**config.mk**
```make
export PLATFORM = sky130hd
export DESIGN_NAME = axil_slave_ctrl
export DESIGN_NICKNAME = d
export VERILOG_FILES = /design/src/rtl/axil_pkg.sv /design/src/rtl/axil_slave_ctrl.sv
export SDC_FILE = /design/constraint.sdc
export NUM_CORES = 1
export LEC_CHECK = 0
export CELL_PAD_IN_SITES_DETAIL_PLACEMENT = 1
export CELL_PAD_IN_SITES_GLOBAL_PLACEMENT = 1
export CORE_MARGIN = 4
export CORE_UTILIZATION = 36
export DETAILED_ROUTE_END_ITERATION = 8
export PLACE_DENSITY = 0.87
export SYNTH_ARGS = -nofsm -noshare
export SYNTH_HDL_FRONTEND = slang
export SYNTH_SLANG_ARGS = --single-unit
```
**constraint.sdc**
```tcl
create_clock -name aclk -period 3.5 [get_ports aclk]
set_input_delay 0.525 -clock aclk [delete_from_list [all_inputs] [get_ports aclk]]
set_output_delay 0.525 -clock aclk [all_outputs]
set_load 0.005 [all_outputs]
```
**src/rtl/axil_pkg.sv**
```systemverilog
// Shared types for the AXI4-Lite slave front end.
// Build option AXIL_SLVERR_EN: decode failures answer SLVERR instead of OKAY.
package axil_pkg;

  typedef enum logic [1:0] {
    RESP_OKAY   = 2'b00,
    RESP_SLVERR = 2'b10
  } resp_t;

  typedef enum logic [1:0] {W_IDLE, W_EXEC, W_RESP} wr_state_t;
  typedef enum logic [1:0] {R_IDLE, R_EXEC, R_RESP} rd_state_t;

  // Encoding of the arbiter's last-grant flop.
  localparam logic GNT_RD = 1'b0;
  localparam logic GNT_WR = 1'b1;

  // Response for an access whose decode result is addr_ok.
  function automatic resp_t dec_resp(input logic addr_ok);
`ifdef AXIL_SLVERR_EN
    return addr_ok ? RESP_OKAY : RESP_SLVERR;
`else
    return RESP_OKAY;
`endif
  endfunction

endpackage

```
**src/rtl/axil_slave_ctrl.sv**
```systemverilog
// AXI4-Lite slave: write/read FSMs serialised onto one register port via a 1-bit arbiter.
// Build option AXIL_SLVERR_EN selects SLVERR (vs silent OKAY) for decode failures.
module axil_slave_ctrl
  import axil_pkg::*;
#(
  parameter int ADDR_W = 32,
  parameter int DATA_W = 32,
  localparam int STRB_W = DATA_W / 8
) (
  input  logic              aclk,
  input  logic              aresetn,
  input  logic [ADDR_W-1:0] s_awaddr,
  input  logic              s_awvalid,
  output logic              s_awready,
  input  logic [DATA_W-1:0] s_wdata,
  input  logic [STRB_W-1:0] s_wstrb,
  input  logic              s_wvalid,
  output logic              s_wready,
  output logic [1:0]        s_bresp,
  output logic              s_bvalid,
  input  logic              s_bready,
  input  logic [ADDR_W-1:0] s_araddr,
  input  logic              s_arvalid,
  output logic              s_arready,
  output logic [DATA_W-1:0] s_rdata,
  output logic [1:0]        s_rresp,
  output logic              s_rvalid,
  input  logic              s_rready,
  output logic [ADDR_W-1:0] dec_addr,
  input  logic              dec_addr_valid,
  output logic              reg_wr_en,
  output logic [DATA_W-1:0] reg_wdata,
  output logic [STRB_W-1:0] reg_wstrb,
  output logic              reg_rd_en,
  input  logic [DATA_W-1:0] reg_rdata
);

  wr_state_t wr_state, wr_next;
  rd_state_t rd_state, rd_next;

  logic              aw_got, w_got, aw_got_d, w_got_d;
  logic              awready_q, wready_q, arready_q;
  logic [ADDR_W-1:0] aw_lat, ar_lat;
  logic [DATA_W-1:0] w_lat;
  logic [STRB_W-1:0] ws_lat;
  logic [DATA_W-1:0] rdata_q;
  resp_t             bresp_q, rresp_q;
  logic              last_grant;
  logic              gnt_wr, gnt_rd;
  logic              aw_hs, w_hs, ar_hs, b_hs, r_hs;

  assign aw_hs = s_awvalid & awready_q;
  assign w_hs  = s_wvalid  & wready_q;
  assign ar_hs = s_arvalid & arready_q;
  assign b_hs  = s_bvalid  & s_bready;
  assign r_hs  = s_rvalid  & s_rready;

  // On a tie the side not granted last wins; last_grant resets so that
  // read wins the first tie after reset.
  always_comb begin
    gnt_wr = (wr_state == W_EXEC) &&
             ((rd_state != R_EXEC) || (last_grant == GNT_RD));
    gnt_rd = (rd_state == R_EXEC) && !gnt_wr;
  end

  assign dec_addr  = gnt_rd ? ar_lat : aw_lat;
  assign reg_wr_en = gnt_wr & dec_addr_valid;
  assign reg_rd_en = gnt_rd & dec_addr_valid;
  assign reg_wdata = w_lat;
  assign reg_wstrb = ws_lat;

  assign s_awready = awready_q;
  assign s_wready  = wready_q;
  assign s_arready = arready_q;
  assign s_bvalid  = (wr_state == W_RESP);
  assign s_rvalid  = (rd_state == R_RESP);
  assign s_bresp   = bresp_q;
  assign s_rresp   = rresp_q;
  assign s_rdata   = rdata_q;

  always_comb begin
    wr_next  = wr_state;
    aw_got_d = aw_got | aw_hs;
    w_got_d  = w_got  | w_hs;
    case (wr_state)
      W_IDLE: if (aw_got_d && w_got_d) wr_next = W_EXEC;
      W_EXEC: if (gnt_wr) wr_next = W_RESP;
      W_RESP: if (b_hs) begin
        wr_next  = W_IDLE;
        aw_got_d = 1'b0;
        w_got_d  = 1'b0;
      end
      default: wr_next = W_IDLE;
    endcase
  end

  always_comb begin
    rd_next = rd_state;
    case (rd_state)
      R_IDLE:  if (ar_hs)  rd_next = R_EXEC;
      R_EXEC:  if (gnt_rd) rd_next = R_RESP;
      R_RESP:  if (r_hs)   rd_next = R_IDLE;
      default: rd_next = R_IDLE;
    endcase
  end

  always_ff @(posedge aclk or negedge aresetn) begin
    if (!aresetn) begin
      wr_state   <= W_IDLE;
      rd_state   <= R_IDLE;
      aw_got     <= 1'b0;
      w_got      <= 1'b0;
      awready_q  <= 1'b0;
      wready_q   <= 1'b0;
      arready_q  <= 1'b0;
      aw_lat     <= '0;
      ar_lat     <= '0;
      w_lat      <= '0;
      ws_lat     <= '0;
      rdata_q    <= '0;
      bresp_q    <= RESP_OKAY;
      rresp_q    <= RESP_OKAY;
      last_grant <= GNT_WR;
    end else begin
      wr_state  <= wr_next;
      rd_state  <= rd_next;
      aw_got    <= aw_got_d;
      w_got     <= w_got_d;
      // Each ready is up only while its channel still owes a beat in idle.
      awready_q <= (wr_next == W_IDLE) && !aw_got_d;
      wready_q  <= (wr_next == W_IDLE) && !w_got_d;
      arready_q <= (rd_next == R_IDLE);
      if (aw_hs) aw_lat <= s_awaddr;
      if (ar_hs) ar_lat <= s_araddr;
      if (w_hs) begin
        w_lat  <= s_wdata;
        ws_lat <= s_wstrb;
      end
      if (gnt_wr) bresp_q <= dec_resp(dec_addr_valid);
      if (gnt_rd) begin
        rresp_q <= dec_resp(dec_addr_valid);
        rdata_q <= dec_addr_valid ? reg_rdata : '0;
      end
      if (gnt_wr || gnt_rd) last_grant <= gnt_wr ? GNT_WR : GNT_RD;
    end
  end

endmodule

```
==> results.md <==
- NumNets Final: 818
- #FFs+latches synth: 142
- Main flop type after synthesis: dfrtp_1
- CTS root buf: clkbuf_16
- Fin crit period: between 3 and 4 ns
- Layout cells sized above 1: 25.3%
- Clock Latency Late Sink: 0.41 ns
- Max-slew violations: 0
- Final GP Congestion: 0.787
- GR Overflow Total: 0
- Antenna diodes: 0
- Rows: 46
- Clock Sinks: 142
- Initial Util: 37.2%
- Leakage power: 3.88 nW
- Final setup vio count: 0
- Wirelength, routed: 17.7 mm
- Layout Skew: 0.0104 ns
- Die area: 0.0188 mm²
- Post-synth EDFFs: 0
- Die height: 137 µm
- Critical path class: flip-flop to output port
- Tot Pwr: 0.00802 W
- Post-Syn Area: 0.00599 mm²
- Die extent in x: 137 µm
- CP startpoint: wr_state[0]$_DFF_PN0_
- Vias: 4217
- DP Area: 0.00868 mm²
- CTS HTree Levels: 4
- Post-CTS Setup Inserts: 0
- Pin count of the biggest net entering global routing: 67
- Synth warn: 0
- Final setup TNS: 0 ns
- Reg-to-Reg Start: wr_state[0]$_DFF_PN0_
- Seq/Total Area, Yosys: 59.3%
- Area growth from synthesis to layout: 54.1%
- Most frequent cells in the layout: clkdlybuf4s50_1, dfrtp_1, mux2_2
- Async SR Flop Fraction: 100%
- Hpwl dp: 13.4 mm
- Routed vias/inst: around 4.6
- Pwr/cell area: 869 mW/mm²
- IO Pins: 251
- # hold bufs at CTS: 0
- Non-Filler Instances: 907
- RSZ-0062 raised after global routing: false
- Critical Path AT: 2.60 ns
- Vias in the first global route: ~5000
- Max-cap violation count: 0
- Post-Syn Area per Cell: 13.9 µm²
- DRC: 0
- Post-synth top area share: 58.9%
- Core ar.: around 0.016 mm²
- Global-route wire length before repair: 27.4 mm
- Worst Setup Start Kind: flip-flop
- Synth top area cells: dfrtp_1, mux2_2, mux2i_1, nand2_1, inv_1
- Fin area: 0.00923 mm²
- Max Fanout on Critical Path: 66
- Fmax: 0.320 GHz
- Final hold viol count: 0
- CTS resizes: 0
- DR pass1 iterations: 3
- Iteration-0 DRC Markers: roughly 120
- Worst Max-Slew Pin Slew: 0.910 ns
- IO buf count: 246
- CTS Buf Count: 17
- Crit. End Element: output port
- Cells after Synth: between 400 and 500
- Tot GR Track Use: 19.1%
- Multi-input gate area: roughly 0.0022 mm²
- Clock Pin Slew Worst Setup and Hold Paths: 0.06 ns
- Sequential cell area: ~0.0036 mm²
- Relative slew slack: between 30% and 40%
- Worst VDD drop: 0.363 mV
- Fin crit share: 89.2%
- Placed Cells: around 880
- Distinct cell type count after synthesis: 27
- Leading area contributor after synthesis: dfrtp_1
- CTS tree: built
- Detail Route Antenna Nets: 0
- Fill count: ~1600
- Wire per inst: 19.5 µm
- Outcome: completed
- Worst path required time: 2.97 ns
- HP Class: primary input to async pin
- Initial antenna violation count: 0
- CTS max path bufs: 2
- Most common cell after layout, fill and taps aside: clkdlybuf4s50_1
registers in the layout, indices dropped and copies added (netlist names), 2 cells and up:
name       cells
ar_lat        32
aw_lat        32
reg_wdata     32
s_rdata       32
reg_wstrb      4
rd_state       2
wr_state       2
cells in the mapped netlist (2+ instances only):
cell type and number:
nor2b_1 3, nor3b_2 2, dfrtp_1 141, buf_2 9, mux2_2 126, and2_1 2
nand3_1 2, buf_6 2, clkbuf_1 5, inv_1 33, mux2_4 6, buf_4 7
o21ai_0 4, nor2_1 2, nand2_1 35, a21oi_1 4, mux2i_1 35, buf_1 3
routing by layer:
layer	vias up	GRT usage [%]	share of wire [%]
met4	0	5.49	1.3
met3	19	6.51	7.6
met5	-	0	0
li1	1935	-	-
met1	2098	21.6	39
met2	165	34.0	52
through the flow:
step | hold slack, ns | setup slack (ns) | util, %
3_3_place_gp | 0.484 | 0.897 | 53.8
2_1_floorplan | 0.229 | 1.54 | -
5_1_grt | 0.115 | 0.264 | 57.3
6_report | 0.0726 | 0.377 | 57.3
3_5_place_dp | 0.492 | 0.795 | 53.8
4_1_cts | 0.0986 | 0.344 | 57.3
cell families after synthesis:
group | share of synthesized area, %
multiplexers | 31.0
flip-flops | 59.3
buffers and inverters | 4.57
AND/OR/NAND/NOR | 3.80
AO/OA/AOI/OAI | 1.19
other | 0.0626
where the power goes:
part           internal, W  switching, W
Clock             0.000997      0.000701
Sequential         0.00245      0.000485
Combinational      0.00225       0.00113
Total              0.00570       0.00232
layout make-up:
class / count / share of cell area (%)
clock buffers: 19 / 4.80
clock inverters: 13 / 1.25
inverters: 33 / 1.34
multi-input cells: 232 / 23.6
flip-flops and latches: 142 / 38.5
well taps: 216 / 2.93
repair buffers: 252 / 27.6
path summary, 6_finish.rpt:
path | to | slack [ns] | depth (start not counted)
setup / recovery | dec_addr[10] | 0.38 | 5
hold / removal | s_rdata[20]$_DFFE_PN0P_ | 0.07 | 1
hold reg to reg | aw_lat[18]$_DFFE_PN0P_ | 0.50 | 1
setup reg to reg | s_rdata[7]$_DFFE_PN0P_ | 1.79 | 4
max in group asynchronous | last_grant$_DFFE_PN1P_ | 2.58 | 2
min in group aclk | aw_lat[18]$_DFFE_PN0P_ | 0.50 | 1
worst max-delay path: stages (launching register included):
cell and delay (ns):
dfrtp_1 0.45, nor3b_2 0.21, nor3b_4 0.24, buf_12 0.34, mux2_2 0.40, clkdlybuf4s50_1 0.45
Power figures use the tool's default switching activity.
